## config.mk

```make
export PLATFORM = sky130hd
export DESIGN_NAME = cache_mux_arbiter_flat
export DESIGN_NICKNAME = d
export VERILOG_FILES = /design/src/rtl/cache_mux_arbiter_if.sv /design/src/rtl/cache_mux_arbiter.sv /design/src/flat_wrapper.sv
export SDC_FILE = /design/constraint.sdc
export NUM_CORES = 1
export LEC_CHECK = 0
export ABC_AREA = 1
export CORE_MARGIN = 2
export CORE_UTILIZATION = 49
export CTS_BUF_LIST = sky130_fd_sc_hd__clkbuf_16
export DETAILED_ROUTE_END_ITERATION = 6
export PLACE_DENSITY_LB_ADDON = 0.25
export SYNTH_ARGS = -nofsm -noshare
export SYNTH_HDL_FRONTEND = slang
export SYNTH_SLANG_ARGS = --single-unit
```

## constraint.sdc

```tcl
create_clock -name clk -period 2.12 [get_ports clk]
set_clock_uncertainty 0.15 [all_clocks]
set_input_delay 0.318 -clock clk [delete_from_list [all_inputs] [get_ports clk]]
set_output_delay 0.318 -clock clk [all_outputs]
set_load 0.02 [all_outputs]
```

## src/rtl/cache_mux_arbiter_if.sv

```systemverilog
// rtl/cache_mux_arbiter_if.sv - requester/cache handshake bundle for cache_mux_arbiter (lock signal with MUX_ARB_LOCK_EN)
interface cache_mux_arbiter_if #(
    parameter int WIDTH = 3
);
    logic             req_0;
    logic [WIDTH-1:0] din_0;
    logic             ack_0;
    logic             req_1;
    logic [WIDTH-1:0] din_1;
    logic             ack_1;
    logic             sel;
    logic             out_valid;
    logic [WIDTH-1:0] out_data;
    logic             out_ready;
`ifdef MUX_ARB_LOCK_EN
    logic             lock;

    modport master (
        output req_0, din_0, req_1, din_1, out_ready, lock,
        input  ack_0, ack_1, sel, out_valid, out_data
    );
    modport slave (
        input  req_0, din_0, req_1, din_1, out_ready, lock,
        output ack_0, ack_1, sel, out_valid, out_data
    );
`else
    modport master (
        output req_0, din_0, req_1, din_1, out_ready,
        input  ack_0, ack_1, sel, out_valid, out_data
    );
    modport slave (
        input  req_0, din_0, req_1, din_1, out_ready,
        output ack_0, ack_1, sel, out_valid, out_data
    );
`endif
endinterface

```

## src/rtl/cache_mux_arbiter.sv

```systemverilog
// rtl/cache_mux_arbiter.sv - two-requester round-robin burst arbiter with registered output stage (optional MUX_ARB_LOCK_EN)
module cache_mux_arbiter #(
    parameter int WIDTH     = 3,
    parameter int MAX_BURST = 4
) (
    input logic                clk,
    input logic                rst_n,
    cache_mux_arbiter_if.slave bus
);
    localparam logic [3:0] BURST_MAX  = 4'(MAX_BURST);
    localparam logic [3:0] BURST_LAST = 4'(MAX_BURST - 1);

    typedef enum logic [1:0] {IDLE, OWN0, OWN1} state_t;

    state_t           state;
    logic             sel_q;
    logic             out_valid_q;
    logic [WIDTH-1:0] out_data_q;
    logic [3:0]       burst_cnt;
    logic             last_served;

    logic space, ack_0, ack_1, beat;
    logic owner_id, owner_req, other_req, lock_hold, release_now;

    always_comb begin
        space       = ~out_valid_q | bus.out_ready;
        ack_0       = rst_n & (state == OWN0) & bus.req_0 & space;
        ack_1       = rst_n & (state == OWN1) & bus.req_1 & space;
        beat        = ack_0 | ack_1;
        owner_id    = (state == OWN1);
        owner_req   = owner_id ? bus.req_1 : bus.req_0;
        other_req   = owner_id ? bus.req_0 : bus.req_1;
`ifdef MUX_ARB_LOCK_EN
        lock_hold   = bus.lock;
`else
        lock_hold   = 1'b0;
`endif
        // The beat that completes the burst ends ownership at the same edge.
        release_now = ~owner_req | (beat & (burst_cnt >= BURST_LAST) & ~lock_hold);
    end

    assign bus.ack_0     = ack_0;
    assign bus.ack_1     = ack_1;
    assign bus.sel       = sel_q;
    assign bus.out_valid = out_valid_q;
    assign bus.out_data  = out_data_q;

    always_ff @(posedge clk) begin
        if (!rst_n) begin
            state       <= IDLE;
            sel_q       <= 1'b0;
            out_valid_q <= 1'b0;
            out_data_q  <= '0;
            burst_cnt   <= 4'd0;
            last_served <= 1'b1;
        end else begin
            if (beat) begin
                out_data_q  <= sel_q ? bus.din_1 : bus.din_0;
                out_valid_q <= 1'b1;
            end else if (bus.out_ready) begin
                out_valid_q <= 1'b0;
            end

            case (state)
                IDLE: begin
                    if (bus.req_0 & (~bus.req_1 | last_served)) begin
                        state <= OWN0;
                        sel_q <= 1'b0;
                    end else if (bus.req_1) begin
                        state <= OWN1;
                        sel_q <= 1'b1;
                    end
                end
                default: begin
                    if (release_now) begin
                        last_served <= owner_id;
                        burst_cnt   <= 4'd0;
                        if (other_req) begin
                            state <= owner_id ? OWN0 : OWN1;
                            sel_q <= ~owner_id;
                        end else if (!owner_req) begin
                            state <= IDLE;
                        end
                    end else if (beat && burst_cnt != BURST_MAX) begin
                        burst_cnt <= burst_cnt + 4'd1;
                    end
                end
            endcase
        end
    end
endmodule

```

## src/flat_wrapper.sv

```systemverilog
// flat-port wrapper written by rule: the top's interface ports become plain ports
module cache_mux_arbiter_flat 
#(
    parameter int WIDTH     = 3,
    parameter int MAX_BURST = 4
)
  (clk, rst_n, bus_req_0, bus_din_0, bus_req_1, bus_din_1, bus_out_ready, bus_ack_0, bus_ack_1, bus_sel, bus_out_valid, bus_out_data);
  cache_mux_arbiter_if #(.WIDTH(WIDTH)) bus_i ();
  input logic clk;
  input logic rst_n;
  input wire logic [$bits(bus_i.req_0)-1:0] bus_req_0;
  input wire logic [$bits(bus_i.din_0)-1:0] bus_din_0;
  input wire logic [$bits(bus_i.req_1)-1:0] bus_req_1;
  input wire logic [$bits(bus_i.din_1)-1:0] bus_din_1;
  input wire logic [$bits(bus_i.out_ready)-1:0] bus_out_ready;
  output wire logic [$bits(bus_i.ack_0)-1:0] bus_ack_0;
  output wire logic [$bits(bus_i.ack_1)-1:0] bus_ack_1;
  output wire logic [$bits(bus_i.sel)-1:0] bus_sel;
  output wire logic [$bits(bus_i.out_valid)-1:0] bus_out_valid;
  output wire logic [$bits(bus_i.out_data)-1:0] bus_out_data;
  assign bus_i.req_0 = bus_req_0;
  assign bus_i.din_0 = bus_din_0;
  assign bus_i.req_1 = bus_req_1;
  assign bus_i.din_1 = bus_din_1;
  assign bus_i.out_ready = bus_out_ready;
  assign bus_ack_0 = bus_i.ack_0;
  assign bus_ack_1 = bus_i.ack_1;
  assign bus_sel = bus_i.sel;
  assign bus_out_valid = bus_i.out_valid;
  assign bus_out_data = bus_i.out_data;
  cache_mux_arbiter #(.WIDTH(WIDTH), .MAX_BURST(MAX_BURST)) u_core (.clk(clk), .rst_n(rst_n), .bus(bus_i));
endmodule
```

==> out/results.ini, run 1 <==
[status]
outcome=finished clean

[global_route]
grt.total_usage=0.234
grt_pass1_vias=600
grt-ovfl-total=0
grt_max_degree=8
antenna_found_initial=0
grt_pass1_wl_mm=2.45

[die]
fp.dieW_um=40.8
rows=13
dieArea_sq_um=1660
core_sq_um=1280
io_pins=18
initial_utilization=0.516
die_height_um=40.8

[place]
routabilityCongestion=0.796
place_hpwl_mm=1.16
post-place-cells=131
postPlaceCellArea_sq_um=897
portBuffers=17

[clocking]
clk_transition_reported_paths_ns=0.04
cts_inserted_buffers=3
cts_root_buf=clkbuf_16
cts_tree=built
cts_buffer_depth=2
cts_sinks=12
cts_hold_buf=0
ctsHtreeMaxLevel=1
insertion_delay_ns=0.24

[worst_setup_path]
critPathCaptureType=output port
crit_type=primary input to output port
crit_fanout=3
required_ns=1.65
worstPathArrival_ns=1.44
worstSetupStartpointType=primary input

[synth]
syn_avg_cell_area_sq_um=7.13
synth_seq_area_share=0.362
synth.distinct_cells=19
ys_ff_latch=12
netlist_area_sq_um=663
synth_fp_nets=106
yosysWarnings=0
syn_inst=93

[timing]
finalSetupTns_ns=0
fin_crit_sh=0.899
relSlewSlack=0.782
final-hold-violation-count=0
rsz0062_at_grt=false
worstMarginPinSlew_ns=0.323
finalSetupViolCount=0
slew_violations=0
fmax_mhz=524
period_needed_ns=1.91

[drt]
drtAntennaViolNets=0
drtPass1Iterations=5
wire_per_inst_um=11.7
vias=683
first_iter_violations=16
drc=0
totalWireLength_mm=1.58
viasPerCell=5.06

[final_layout]
drive_above_1_share=0.167
syn_to_final_growth_pct=46.8
fin_nets=134
stdcell_count=135
fin_util=0.758
diodes=0
final_cell_area_sq_um=973
fillers=97

[power]
peakVddDrop_uv=749
leakagePower_nw=0.445
powerDensity_nw_per_um2=1100

[run]
max-cap-violations=0

[hold_path]
hold_path_class=flip-flop to flip-flop

==> cell usage in the layout (no fill, tap or decap), types with 2 or more instances in the layout <==
cell / count
a21oi_1: 6
nand2_1: 20
o21ai_0: 4
buf_4: 6
nand3_1: 3
dfxtp_1: 12
nand3_2: 4
clkdlybuf4s50_1: 15
clkbuf_16: 3
a31oi_1: 4
nor2_1: 13
ha_1: 2
nand2_2: 3
dlygate4sd2_1: 2
inv_1: 14
==> cells by family (layout without fill, tap and decap cells) <==
group | Yosys count | in the layout | share of synthesized area
compound gates | 17 | 17 | 0.174
buf+inv | 15 | 42 | 0.0849
simple gates | 47 | 47 | 0.342
fa+ha+maj | 2 | 2 | 0.0377
flops | 12 | 12 | 0.362
==> final timing paths <==
kind | slack [ns] | cells past startpoint | end | start
setup reg to reg | 0.55 | 9 | u_core.burst_cnt[1]$_SDFFE_PN0P_ | u_core.state[0]$_SDFFE_PN0P_
hold reg to reg | 0.31 | 2 | u_core.last_served$_SDFFE_PN1P_ | u_core.last_served$_SDFFE_PN1P_
setup / recovery | 0.21 | 4 | bus_ack_0 | bus_req_0
hold / removal | 0.31 | 2 | u_core.last_served$_SDFFE_PN1P_ | u_core.last_served$_SDFFE_PN1P_
==> per-stage QoR <==
step	hold WS, ns	total power, mW	setup slack [ns]
CTS	0.317	1.07	0.202
floorplan	0.277	0.578	0.704
global route	0.343	1.13	0.161
global placement	0.297	0.707	-0.0527
finish	0.315	1.07	0.213
detailed placement	0.311	0.717	-0.0678
==> report_power, final <==
part,switching [mW],internal (mW),total [mW]
sequential,0.0451,0.275,0.320
clock,0.102,0.249,0.351
combinational,0.227,0.171,0.397
==> registers in the layout, summed over array words and instances, names as in the netlist <==
name                  flops
u_core.bus.sel            1
u_core.bus.out_valid      1
u_core.state              2
u_core.bus.out_data       3
u_core.last_served        1
u_core.burst_cnt          4
==> critical path, stage by stage <==
cell	delay (ns)
clkdlybuf4s50_1	0.52
nand3_2	0.14
nor2_1	0.13
dlygate4sd2_1	0.33
==> layout make-up <==
type	count	area [sq um]	area share
clock buffer	3	75.1	0.0771
clock inverter	1	3.75	0.00386
inverter	15	56.3	0.0578
multi-input combinational	66	367	0.377
sequential	12	240	0.247
tap	15	18.8	0.0193
timing repair buffer	23	213	0.219
==> cells in the mapped netlist <==
library cell | instances | area share
nand2_1 | 20 | 0.11
inv_1 | 14 | 0.079
nor2_1 | 13 | 0.074
dfxtp_1 | 12 | 0.36
a21oi_1 | 6 | 0.045
a31oi_1 | 4 | 0.038
nand3_2 | 4 | 0.060
o21ai_0 | 4 | 0.030
nand2_2 | 3 | 0.028
nand3_1 | 3 | 0.023
ha_1 | 2 | 0.038
a21oi_4 | 1 | 0.025
inv_2 | 1 | 0.0057
nand4_1 | 1 | 0.0094
nor3_1 | 1 | 0.0075
nor3_2 | 1 | 0.015
nor3b_1 | 1 | 0.011
o21a_1 | 1 | 0.011
o21ai_4 | 1 | 0.025
==> repair_timing <==
item                                    in CTS  in global routing
setup buffers                                0                  0
endpoints found under the setup margin       2                  0
resized for setup                            2                  0
==> per-layer routing <==
layer,wire (um),vias up,track usage
li1,-,358,-
met2,844,12,0.418
met5,0,-,0
met3,54,4,0.0489
met4,23,0,0.125
met1,662,309,0.252
(Power assumes the default switching activity.)
==> inputs of run 2 (changes only) <==
- PLACE_DENSITY_LB_ADDON: 0.25 -> 0.3
==> run 2 against run 1 <==
Compared with the run above:
- sequential share of layout area fell by 0.19 points
- power rose by 2.2%
- clock power rose by 2%
- largest power group unchanged
==> out/results.ini, run 2 (synthesis gave the netlist of run 1 again) <==
[status]
outcome=finished clean

[clocking]
cts_inserted_buffers=3  ; unchanged
ctsHtreeMaxLevel=1  ; unchanged
cts_sinks=12  ; unchanged
cts_tree=built
clk_transition_reported_paths_ns=0.05  ; about the same
cts_root_buf=clkbuf_16
postCtsSetupRepairBufs=0  ; unchanged
insertion_delay_ns=0.24  ; about the same
cts_buffer_depth=2  ; unchanged

[die]
rows=13  ; unchanged
die_height_um=40.8  ; unchanged
fp.dieW_um=40.8  ; unchanged
initial_utilization=0.516  ; unchanged
io_pins=18  ; unchanged
core_sq_um=1280  ; unchanged
dieArea_sq_um=1660  ; unchanged

[drt]
drtPass1Iterations=4  ; -1
vias=732  ; +7.2%
totalWireLength_mm=1.71  ; +7.6%
viasPerCell=5.38  ; +6.4%
wire_per_inst_um=12.5  ; +6.8%
drtAntennaViolNets=0  ; unchanged
first_iter_violations=25  ; +9
drc=0  ; unchanged

[final_layout]
largest_reg_flops=4  ; unchanged
ff_latch_area_sq_um=240  ; unchanged
mostFrequentLayoutCells=nand2_1, clkdlybuf4s50_1, inv_1
fin_util=0.763  ; +0.00584
drive_above_1_share=0.174  ; +0.00689
diodes=0  ; unchanged
stdcell_count=136  ; +0.74%
multi_input_area_sq_um=367  ; unchanged
fin_nets=135  ; +0.75%
syn_to_final_growth_pct=47.9
fillers=100  ; +3.1%
final_common_cell=nand2_1
top_register=u_core.burst_cnt

[timing]
finalSetupTns_ns=0  ; unchanged
worstMarginPinSlew_ns=0.345  ; +0.0220 ns
relSlewSlack=0.768  ; -0.0148
setup_ws_ns=0.247  ; +0.0338 ns
final-hold-violation-count=0  ; unchanged
finalSetupViolCount=0  ; unchanged
fin_crit_sh=0.883  ; -0.0159
slew_violations=0  ; unchanged
fmax_mhz=534  ; +1.8%
rsz0062_at_grt=false
period_needed_ns=1.87  ; -0.0338 ns

[power]
leakagePower_nw=0.449  ; +0.95%
peakVddDrop_uv=587  ; -22%
powerDensity_nw_per_um2=1110  ; +1.4%

[place]
pre_cts_slack_ns=0.00894  ; +0.0768 ns
portBuffers=17  ; unchanged
routabilityCongestion=0.764  ; -3.9%
place_hpwl_mm=1.22  ; +5.5%
post-place-cells=132  ; +0.76%

[worst_setup_path]
crit_fanout=3  ; unchanged
crit_type=primary input to output port
critPathCaptureType=output port
reg2reg_to=u_core.burst_cnt[2]$_SDFFE_PN0P_
r2r_slack_ns=0.46  ; -0.09 ns
reg2reg_from=u_core.state[0]$_SDFFE_PN0P_
crit_family=buffers and inverters
critPathBufInv=2  ; unchanged
crit_chain=clkdlybuf4s50_1 > nand3_2 > nor2_1 > dlygate4sd2_1
worstSetupStartpointType=primary input
worstPathArrival_ns=1.40  ; -0.04 ns
required_ns=1.65  ; about the same
slowest_stage=clkdlybuf4s50_1
r2r_cells=8  ; -1
crit_path_max_incr_delay_ns=0.53  ; about the same

[global_route]
grt_pass1_vias=701  ; +17%
grt_pass1_wl_mm=2.80  ; +14%
grt-ovfl-total=0  ; unchanged
grt.total_usage=0.259  ; +0.0250
antenna_found_initial=0  ; unchanged
grt_max_degree=8  ; unchanged

[hold_path]
min-delay-start=u_core.last_served$_SDFFE_PN1P_
hold_path_class=flip-flop to flip-flop
worst_hold_path.endpoint=u_core.last_served$_SDFFE_PN1P_
hold_depth=2  ; unchanged

[run]
max-cap-violations=0  ; unchanged

==> run 2: changes by cell type in the layout (fill, tap and decap cells not counted), sizes merged <==
| cell | before | now |
|---|---|---|
| buf | 6 | 7 |
==> run 2: final cells by class <==
type | count | area share
multi-input combinational | 66 | 0.374
tap | 15 | 0.0191
clock buffer | 3 | 0.0765
clock inverter | 1 | 0.00383
inverter | 15 | 0.0574
sequential | 12 | 0.245
timing repair buffer | 24 | 0.224
==> run 2: metrics by stage <==
step	hold WS, ns	power [mW]	instance area (sq um)
after floorplan	0.277	0.578	663
after global placement	0.294	0.713	905
after detailed placement	0.307	0.727	905
after CTS	0.314	1.09	981
after global routing	0.356	1.15	981
final	0.317	1.09	981
==> run 2: how the worst max path moves through the flow <==
stage / start / cells after the start / endpoint / slack [ns]
finish: bus_req_0 / 4 / bus_ack_0 / 0.25
global route: bus_req_0 / 4 / bus_ack_0 / 0.19
detailed placement: bus_req_0 / 4 / bus_ack_0 / 0.009
floorplan: u_core.state[0]$_SDFFE_PN0P_ / 8 / u_core.burst_cnt[2]$_SDFFE_PN0P_ / 0.70
global placement: bus_req_0 / 4 / bus_ack_0 / -0.002
CTS: bus_req_0 / 4 / bus_ack_0 / 0.23
==> run 2: worst min-delay path: stages, from the launching register on <==
cell	delay [ns]
dfxtp_1	0.31
nand2_1	0.06
nand2_1	0.05
==> run 2: power breakdown <==
part	switching [mW]	internal, mW	total (mW)	leakage, nW
Sequential	0.0482	0.275	0.323	0.0979
Clock	0.107	0.249	0.357	0.0385
Combinational	0.238	0.174	0.412	0.313
==> run 2: metal layers <==
| layer | up-vias | GRT usage | wire length, um |
|---|---|---|---|
| li1 | 360 | - | - |
| met1 | 332 | 0.303 | 707 |
| met2 | 32 | 0.410 | 789 |
| met3 | 8 | 0.0707 | 140 |
| met4 | 0 | 0.167 | 66 |
| met5 | - | 0 | 0 |
==> run 2: timing repair <==
item	4_1_cts	5_1_grt
setup endpoints to repair	2	0
hold buffers	0	0
gates resized for setup	2	0
hold endpoints to repair	0	0
==> inputs of run 3 (changes only) <==
- SLEW_MARGIN: unset -> 0
==> results of run 3 <==
Final layout, timing and power as in run 2 (identical DEF).
